--- config.mk ---
export PLATFORM = sky130hd
export DESIGN_NAME = imem_sram_bridge
export DESIGN_NICKNAME = d
export VERILOG_FILES = /design/src/rtl/imem_sram_bridge.sv
export SDC_FILE = /design/constraint.sdc
export NUM_CORES = 1
export LEC_CHECK = 0
export ABC_AREA = 1
export CORE_AREA = 2 2 99 197
export CTS_CLUSTER_SIZE = 28
export DETAILED_ROUTE_END_ITERATION = 8
export DIE_AREA = 0 0 101 199
export PLACE_DENSITY = 0.55
export SLEW_MARGIN = 10
export SYNTH_ARGS = -nofsm -noshare
export SYNTH_HDL_FRONTEND = slang
export SYNTH_SLANG_ARGS = --single-unit
--- constraint.sdc ---
create_clock -name clk -period 2.1 [get_ports clk]
set_clock_uncertainty 0.15 [all_clocks]
set_input_delay 0.525 -clock clk [delete_from_list [all_inputs] [get_ports clk]]
set_output_delay 0.525 -clock clk [all_outputs]
set_load 0.01 [all_outputs]
--- src/rtl/imem_sram_bridge.sv ---
// Instruction-memory responder: one-entry fetch buffer in front of a
// multi-cycle external SRAM read, with stall and fault back to IF.
module imem_sram_bridge #(
  parameter logic [31:0] ADDR_BASE   = 32'h80000000,
  parameter int          SRAM_AW     = 20,
  parameter int          WAIT_CYCLES = 2
) (
  input  logic               clk,
  input  logic               rst,
  input  logic [31:0]        im_addr,
  output logic [31:0]        im_data,
  output logic               im_stall,
  output logic               im_fault,
  input  logic               inv,
  output logic [SRAM_AW-1:0] sram_addr,
  input  logic [31:0]        sram_data_in,
  output logic               sram_ce_n,
  output logic               sram_oe_n,
  output logic               sram_we_n
);

  localparam int CW = $clog2(WAIT_CYCLES + 1);
  localparam logic [32:0] WIN_LO = {1'b0, ADDR_BASE};
  localparam logic [32:0] WIN_HI = WIN_LO + (33'd1 << (SRAM_AW + 2));
  localparam logic [CW-1:0] CNT_INIT = CW'(WAIT_CYCLES - 1);

  typedef enum logic {IDLE, READ} state_t;

  state_t state_q, state_d;

  logic [31:0]        buf_addr_q, buf_addr_d;
  logic [31:0]        buf_data_q, buf_data_d;
  logic               buf_valid_q, buf_valid_d;
  logic [31:0]        req_addr_q, req_addr_d;
  logic [CW-1:0]      cnt_q, cnt_d;
  logic               drop_q, drop_d;
  logic [SRAM_AW-1:0] sram_addr_d;
  logic               ce_n_d, oe_n_d;

  logic in_range, aligned, hit, fault;

  assign in_range = ({1'b0, im_addr} >= WIN_LO)
                 && ({1'b0, im_addr} < WIN_HI);
  assign aligned  = (im_addr[1:0] == 2'b00);
  assign hit      = buf_valid_q && (buf_addr_q == im_addr);
  assign fault    = !(in_range && aligned);

  assign im_fault  = fault;
  assign im_data   = fault ? 32'h0000_0000 : buf_data_q;
  assign im_stall  = !fault && ((state_q == READ) || !hit);
  assign sram_we_n = 1'b1;

  always_comb begin
    state_d     = state_q;
    buf_addr_d  = buf_addr_q;
    buf_data_d  = buf_data_q;
    buf_valid_d = buf_valid_q;
    req_addr_d  = req_addr_q;
    cnt_d       = cnt_q;
    drop_d      = drop_q;
    sram_addr_d = sram_addr;
    ce_n_d      = sram_ce_n;
    oe_n_d      = sram_oe_n;
    unique case (state_q)
      IDLE: begin
        if (!fault && !hit) begin
          req_addr_d  = im_addr;
          sram_addr_d = im_addr[SRAM_AW+1:2];
          ce_n_d      = 1'b0;
          oe_n_d      = 1'b0;
          cnt_d       = CNT_INIT;
          drop_d      = 1'b0;
          state_d     = READ;
        end
      end
      READ: begin
        if (cnt_q != '0) begin
          cnt_d = cnt_q - 1'b1;
        end else begin
          if (!drop_q) begin
            buf_data_d  = sram_data_in;
            buf_addr_d  = req_addr_q;
            buf_valid_d = 1'b1;
          end
          ce_n_d  = 1'b1;
          oe_n_d  = 1'b1;
          state_d = IDLE;
        end
        if (inv) drop_d = 1'b1;
      end
      default: state_d = IDLE;
    endcase
    // invalidate beats a fill landing on the same edge
    if (inv) buf_valid_d = 1'b0;
  end

  always_ff @(posedge clk) begin
    if (rst) begin
      state_q     <= IDLE;
      buf_addr_q  <= '0;
      buf_data_q  <= '0;
      buf_valid_q <= 1'b0;
      req_addr_q  <= '0;
      cnt_q       <= '0;
      drop_q      <= 1'b0;
      sram_addr   <= '0;
      sram_ce_n   <= 1'b1;
      sram_oe_n   <= 1'b1;
    end else begin
      state_q     <= state_d;
      buf_addr_q  <= buf_addr_d;
      buf_data_q  <= buf_data_d;
      buf_valid_q <= buf_valid_d;
      req_addr_q  <= req_addr_d;
      cnt_q       <= cnt_d;
      drop_q      <= drop_d;
      sram_addr   <= sram_addr_d;
      sram_ce_n   <= ce_n_d;
      sram_oe_n   <= oe_n_d;
    end
  end

endmodule

-- Word-level counts from Yosys, hierarchy flattened
Cells that the tools add are included.
- register bits: 122
- input bits: 67
- output and inout bits: 57
- $add $sub $neg: 1
- $lt $le $gt $ge: 2
- equality and inequality tests: 5
- mux-type cells: 12
- bitwise gates (word level): 3
- reductions and logical operators: 16
- operators with widths (cell ; count):
    32-bit == test ; 1
    32-bit greater-or-equal comparator (second input constant) ; 1
    32-bit less-than comparator (second input constant) ; 1
    32-bit two-way mux ; 1
    2-bit AND reduction ; 4
    2-bit inequality test (second input constant) ; 3
    1-bit case mux with 2 select lines ; 3
    1-bit logical AND ; 5
    1-bit two-way mux ; 5
    2-bit two-way mux ; 2
    2-bit case mux with 2 select lines ; 1
    1-bit inverter ; 3
    3-bit AND reduction ; 1
    1-bit zero test ; 2
    2-bit zero test ; 1
    2-bit by 1-bit inequality test with 1-bit output (second input constant) ; 1
    2-bit nonzero test ; 1
    2-bit OR reduction ; 1
    2-bit by 1-bit subtractor with 2-bit output (second input constant) ; 1
    1-bit logical OR ; 1

-- Longest topological paths before layout
Gate-level depths: netlist (run 1).
- depth after elaboration: 6
- mapped depth: 14
- mapped depth without buffers: 13

-- Least setup slack after synthesis (run 1)
OpenSTA, ideal clock, no wires.
- kind: input to output
- from: input im_addr[27]
- to: output im_data[0]
- arrival time: 1.470 ns
- data required time: 1.425 ns
- path slack: -0.045 ns
- stages on the path: 4
- path through: nor4_2 > nand3b_1 > clkbuf_1 > nor2_1
- cells in the longest elaborated chain, start to end: 4
- elaborated cells on any way between the ends: 5
- classes of those cells: 2 x order compare; 1 x mux; 2 x reduce/logical
- RTL lines (what ; line ; source):
    from (decl) ; 10 ; input logic [31:0] im_addr,
    32-bit greater-or-equal comparator / 32-bit less-than comparator (equally long branches) ; 42, 43 ;
    1-bit logical AND (*) ; 43 ; && ({1'b0, im_addr} < WIN_HI);
    1-bit logical AND (*) ; 46 ; assign fault = !(in_range && aligned);
    32-bit two-way mux (*) ; 49 ; assign im_data = fault ? 32'h0000_0000 : buf_data_q;
    to (decl) ; 11 ; output logic [31:0] im_data,
Mark *: on every way between the ends. The rest lies on a longest branch, timed or not.

-- Worst setup path in the final report (run 1)
- from: input im_addr[22]
- to: output im_data[4]
The elaborated chain is that of the path after synthesis.

==> run metrics, run 1 <==
cell mode on critical path buf_2; synthesized cell area 4581 um^2; leak pwr ~3.2 nW; hold path start req_addr_q[1]$_SDFFE_PP0P_; #FFs+latches synth 102; Root Buffer clkbuf_16; Slew Viols, Final 0; vias in the first global route 4569; maximum clock frequency 405.6 MHz; Starting Density 24.55%; RSZ-0062 raised after global routing true; post-DR vias/cell 4.476; Crit path buffers/inverters 5; PnR worst setup slack -0.3657 ns; Layout Nets 904; final setup fails 34; Slowest cell on crit path nor4_4; CP peak stage delay between 0.2 and 0.3 ns; cell count after synthesis 654; drt pass-1 iters 4; largest net degree at the start of global routing 91; Layout area overhead 64.03%; R2R cell count 14; Synth area leader dfxtp_1; Routed WL per cell 15.13 um; wire length of the first global-routing pass 24.16 mm; Max rail drop VDD 0.3049 mV; setup slack, reg-to-reg between 0.1 and 0.15 ns; worst r2r src buf_addr_q[26]$_SDFFE_PP0P_; CTS Hold Bufs 0; CP Launch Type input pin; Tcrit/Tclk final 117.4%; Post-synth top cells nor2_1, dfxtp_1, inv_1; Final Hold Fails 0; total grt overflow 0; max_cap viols 0; DRC 0; Most used DFF post-synth dfxtp_1; Synth cell types 31; critical path arrival about 1.8 ns; # diodes 0; row cnt 71; FF/Latch Area 2053 um^2; worst path required time 1.42 ns; Fin Hold WS just under 0.3 ns; WP depth 8; fin crit period 2.466 ns; WL final 16.04 mm; total negative setup slack -10.45 ns; status finished, violations left; I/O pin cnt 124; die width 101 um; clock slew at reported path FFs 0.07 ns; initial antenna violation count 0; crit-path max FO 8; Worst Setup SP im_addr[22]; Post-synth EDFFs 0; H-tree Lvls 3; GRT Overall Usage 15.97%; PortBufs 122; failing checks setup timing; Initial DRC Count 179; Synth Net Count 722; CTS Buf Count 9; Placer Congestion approximately 0.93; sequential area share after synthesis 44.58%; Post-DP Area 6376 um^2; Routed Antenna Nets 0; Mean Syn Cell Area 7.004 um^2; CTS tree done; Synth Warn # 0; Reg-to-Reg End sram_addr[3]$_SDFFE_PP0P_; largest cells by area after synthesis dfxtp_1, nor2_1, o21ai_0, inv_1, a21oi_1; via count 4745; Util after Layout 40.28%; die area 20100 um^2; footprint of the multi-input gates 2360 um^2; post-layout instance area 7513 um^2; Post-Place Setup Slack -1.329 ns; top cell type's share of synthesized area 44.58%; Setup Crit Path Kind in2out; crit-path cells buf_2, nor4_4, nand3b_1, buf_6, buf_8, buf_16, nor2_1, buf_2; die height 199 um; fill count ~1900; CP Capture Type primary output; Hold/Removal Path Class reg2reg; async set-reset flop share out of synthesis 0%; core area 18660 um^2; Worst Setup EP im_data[4]; clock sinks 102; PD cells 539.2 nW/um^2; clk_lat worst skew 0.35 ns; share of cells above drive strength 1 35.55%; crit-path leading delay family buffers and inverters; DP Wirelength 10.74 mm; most common cell in the synthesized netlist nor2_1; clk buf depth 2
## kinds of logic (layout without fill, tap and decap cells)
group	count (synthesis)	after routing	synth area share (%)
flops	102	102	44.58
compound gates	155	155	17.18
simple gates	231	231	20.98
buf+inv	152	339	14.61
xor+xnor	12	12	2.295
other cells	1	1	0.08187
fa+ha+maj	1	1	0.2731
## worst min-delay path: cells and delay by family, from the launching register on
kind / cells / cell delay [ns]
DFF: 1 / 0.32
buffers and inverters: 1 / 0.03
and+or+nand+nor: 1 / 0.06
## metal layers
metal,up-vias,track usage [%],routed length (um)
li1,2414,-,-
met1,2188,15.71,5727
met2,112,32.05,9251
met5,-,0,0
met4,0,7.808,625
met3,31,1.370,437
## stage by stage
stage	power (mW)	cells
floorplan	2.088	654
CTS	4.099	1059
global route	4.210	1060
global placement	2.317	1015
detailed placement	2.315	1015
finish	4.052	1060
## registers in the layout, indices dropped and copies added (netlist names)
register and flops:
buf_addr_q 32, req_addr_q 13, buf_data_q 32, drop_q 1
state_q 1, buf_valid_q 1, sram_addr 19, sram_oe_n 1
cnt_q 2
## how the worst min path moves through the flow
stage | to | slack [ns] | depth (start not counted)
2_1_floorplan | req_addr_q[0]$_SDFFE_PP0P_ | 0.28 | 2
3_3_place_gp | req_addr_q[23]$_SDFFE_PP0P_ | 0.29 | 2
3_5_place_dp | req_addr_q[1]$_SDFFE_PP0P_ | 0.29 | 2
4_1_cts | req_addr_q[1]$_SDFFE_PP0P_ | 0.29 | 2
5_1_grt | req_addr_q[1]$_SDFFE_PP0P_ | 0.31 | 2
6_report | req_addr_q[1]$_SDFFE_PP0P_ | 0.30 | 2
## where the power goes
| group | internal, mW | switching [mW] |
|---|---|---|
| registers | 1.93 | 0.000262 |
| logic | 0.201 | 0.179 |
| clock network | 0.990 | 0.749 |
## layout make-up
cell class	instances	area share, %
clock buffers	11	3.364
multi-input cells	400	31.41
clock inverters	5	0.7660
inverters	99	5.196
well taps	219	3.647
repair inverters	3	0.6495
repair buffers	221	27.64
flip-flops and latches	102	27.33
## layout by cell type, fill, tap and decap left out, types with 28 or more instances in the layout
| cell type | instances |
|---|---|
| dfxtp_1 | 93 |
| inv_1 | 85 |
| buf_4 | 75 |
| nor2_1 | 70 |
| o21ai_0 | 69 |
| a21oi_1 | 58 |
| clkdlybuf4s50_1 | 56 |
| nand2_1 | 47 |
| nor2_2 | 30 |
| buf_2 | 28 |
| buf_6 | 28 |
## timing repair
| item | 4_1_cts | 5_1_grt |
|---|---|---|
| cloned | 8 | 1 |
| pin swaps | 32 | 37 |
| buffers inserted | 22 | 6 |
| setup endpoints to repair | 71 | 71 |
| gates resized for setup | 363 | 101 |
No activity file was read; power rests on OpenSTA's default activity.
==> run 2: changes to the inputs <==
Settings changed: CTS_BUF_LIST set to sky130_fd_sc_hd__clkbuf_4.
==> run metrics, run 2 (same netlist as run 1, synthesis figures left out) <==
I/O pin cnt 124; clk buf depth 2; Starting Density 24.55%; GRT Overall Usage 15.84%; Layout area overhead 62.28%; Slew Viols, Final 0; Post-Place Setup Slack -1.329 ns; sequential share of power 58.0%; leak pwr 3.248 nW; largest net degree at the start of global routing 91; drt pass-1 iters 4; CTS Hold Bufs 0; Root Buffer clkbuf_4; largest registers buf_addr_q (32), buf_data_q (32), sram_addr (19); Internal 2.479 mW; most common cell after layout, fill and taps aside inv_1; Initial DRC Count between 100 and 150; CTS tree done; clock sinks around 100; Sw Ratio 25.68%; Routed Antenna Nets 0; die width 101 um; clk_lat worst skew 0.49 ns; crit-path max FO 2; hold path start req_addr_q[27]$_SDFFE_PP0P_; worst r2r src buf_addr_q[26]$_SDFFE_PP0P_; wire length of the first global-routing pass 23.92 mm; final setup fails 34; failing checks setup timing; Final Hold Fails 0; Max rail drop VDD roughly 0.23 mV; Net Sw Power 0.8567 mW; die height just under 200 um; Hold/Removal Path Class reg2reg; Setup Crit Path Kind in2out; Worst Setup SP im_addr[4]; fin crit period 2.619 ns; max_cap viols 0; footprint of the multi-input gates 2354 um^2; worst path required time ~1.4 ns; PortBufs 122; Placer Congestion ~0.93; RSZ-0062 raised after global routing true; fill count 1913; Clk network pwr share 31.4%; maximum clock frequency 381.8 MHz; vias in the first global route 4608; via count 4671; status finished, violations left; initial antenna violation count 1; CTS Buf Count 9; post-DR vias/cell between 4 and 5; DP Wirelength roughly 11 mm; most frequent cells in the layout inv_1, o21ai_0, buf_4; H-tree Lvls 3; clock slew at reported path FFs between 0.1 and 0.15 ns; PnR worst setup slack -0.5194 ns; FF/Latch Area 2079 um^2; combinational power share 10.6%; PD cells 448.8 nW/um^2; Tcrit/Tclk final 124.7%; share of cells above drive strength 1 between 30 and 40%; row cnt approximately 70; CP Capture Type primary output; Layout Nets between 900 and 1000; critical path arrival 1.94 ns; core area ~19000 um^2; DRC 0; die area 20100 um^2; total negative setup slack -11.20 ns; total grt overflow 0; Routed WL per cell 14.89 um; CP Launch Type input pin; WL final ~16 mm
-- run 2: worst max-delay path, cell delays in order --
cell	delay, ns
clkdlybuf4s50_1	0.46
xor2_1	0.19
nor4_2	0.25
nand3_1	0.13
nor2_2	0.15
a21oi_2	0.09
buf_2	0.14
-- run 2: stage by stage --
step | total power [mW] | instance area, um^2 | hold slack, ns | util [%] | std cells
floorplan | 2.088 | 4582 | 0.2792 | - | 654
global placement | 2.317 | 6376 | 0.2892 | 34.18 | 1015
detailed placement | 2.315 | 6376 | 0.2918 | 34.18 | 1015
CTS | 3.388 | 7201 | 0.2658 | 38.60 | 1063
global route | 3.478 | 7433 | 0.3203 | 39.85 | 1058
finish | 3.336 | 7433 | 0.3028 | 39.85 | 1058
-- run 2: final timing paths --
kind,cells after the start,end,slack (ns)
setup / recovery,7,im_stall,-0.52
hold / removal,2,req_addr_q[27]$_SDFFE_PP0P_,0.30
setup reg to reg,14,sram_addr[15]$_SDFFE_PP0P_,0.08
hold reg to reg,2,req_addr_q[27]$_SDFFE_PP0P_,0.30
-- run 2: area by class of cell --
type | count | area share, %
clock buffers | 9 | 0.9089
diodes | 1 | 0.03366
well taps | 219 | 3.686
multi-input cells | 400 | 31.66
repair buffers | 218 | 28.93
inverters | 99 | 5.218
repair inverters | 3 | 0.7070
clock inverters | 7 | 0.8753
flip-flops and latches | 102 | 27.98
-- run 2: power groups by stage --
stage	logic (mW)	registers (mW)	clock network, mW
finish	0.355	1.93	1.05
global route	0.387	1.94	1.16
CTS	0.362	1.94	1.09
detailed placement	0.337	1.98	0
global placement	0.339	1.98	0
floorplan	0.109	1.98	0
-- run 2: what timing repair did --
action	CTS	global route
endpoints found under the setup margin	90	77
pin swaps	29	24
cloned	9	0
resized for setup	379	80
buffers inserted	26	2
-- run 2: metal layers --
layer	GRT usage, %	share of wire, %	up-vias
met4	8.959	4.1	0
met3	1.511	2.7	34
met5	0	0	-
li1	-	-	2407
met2	31.58	58	105
met1	15.15	35	2125
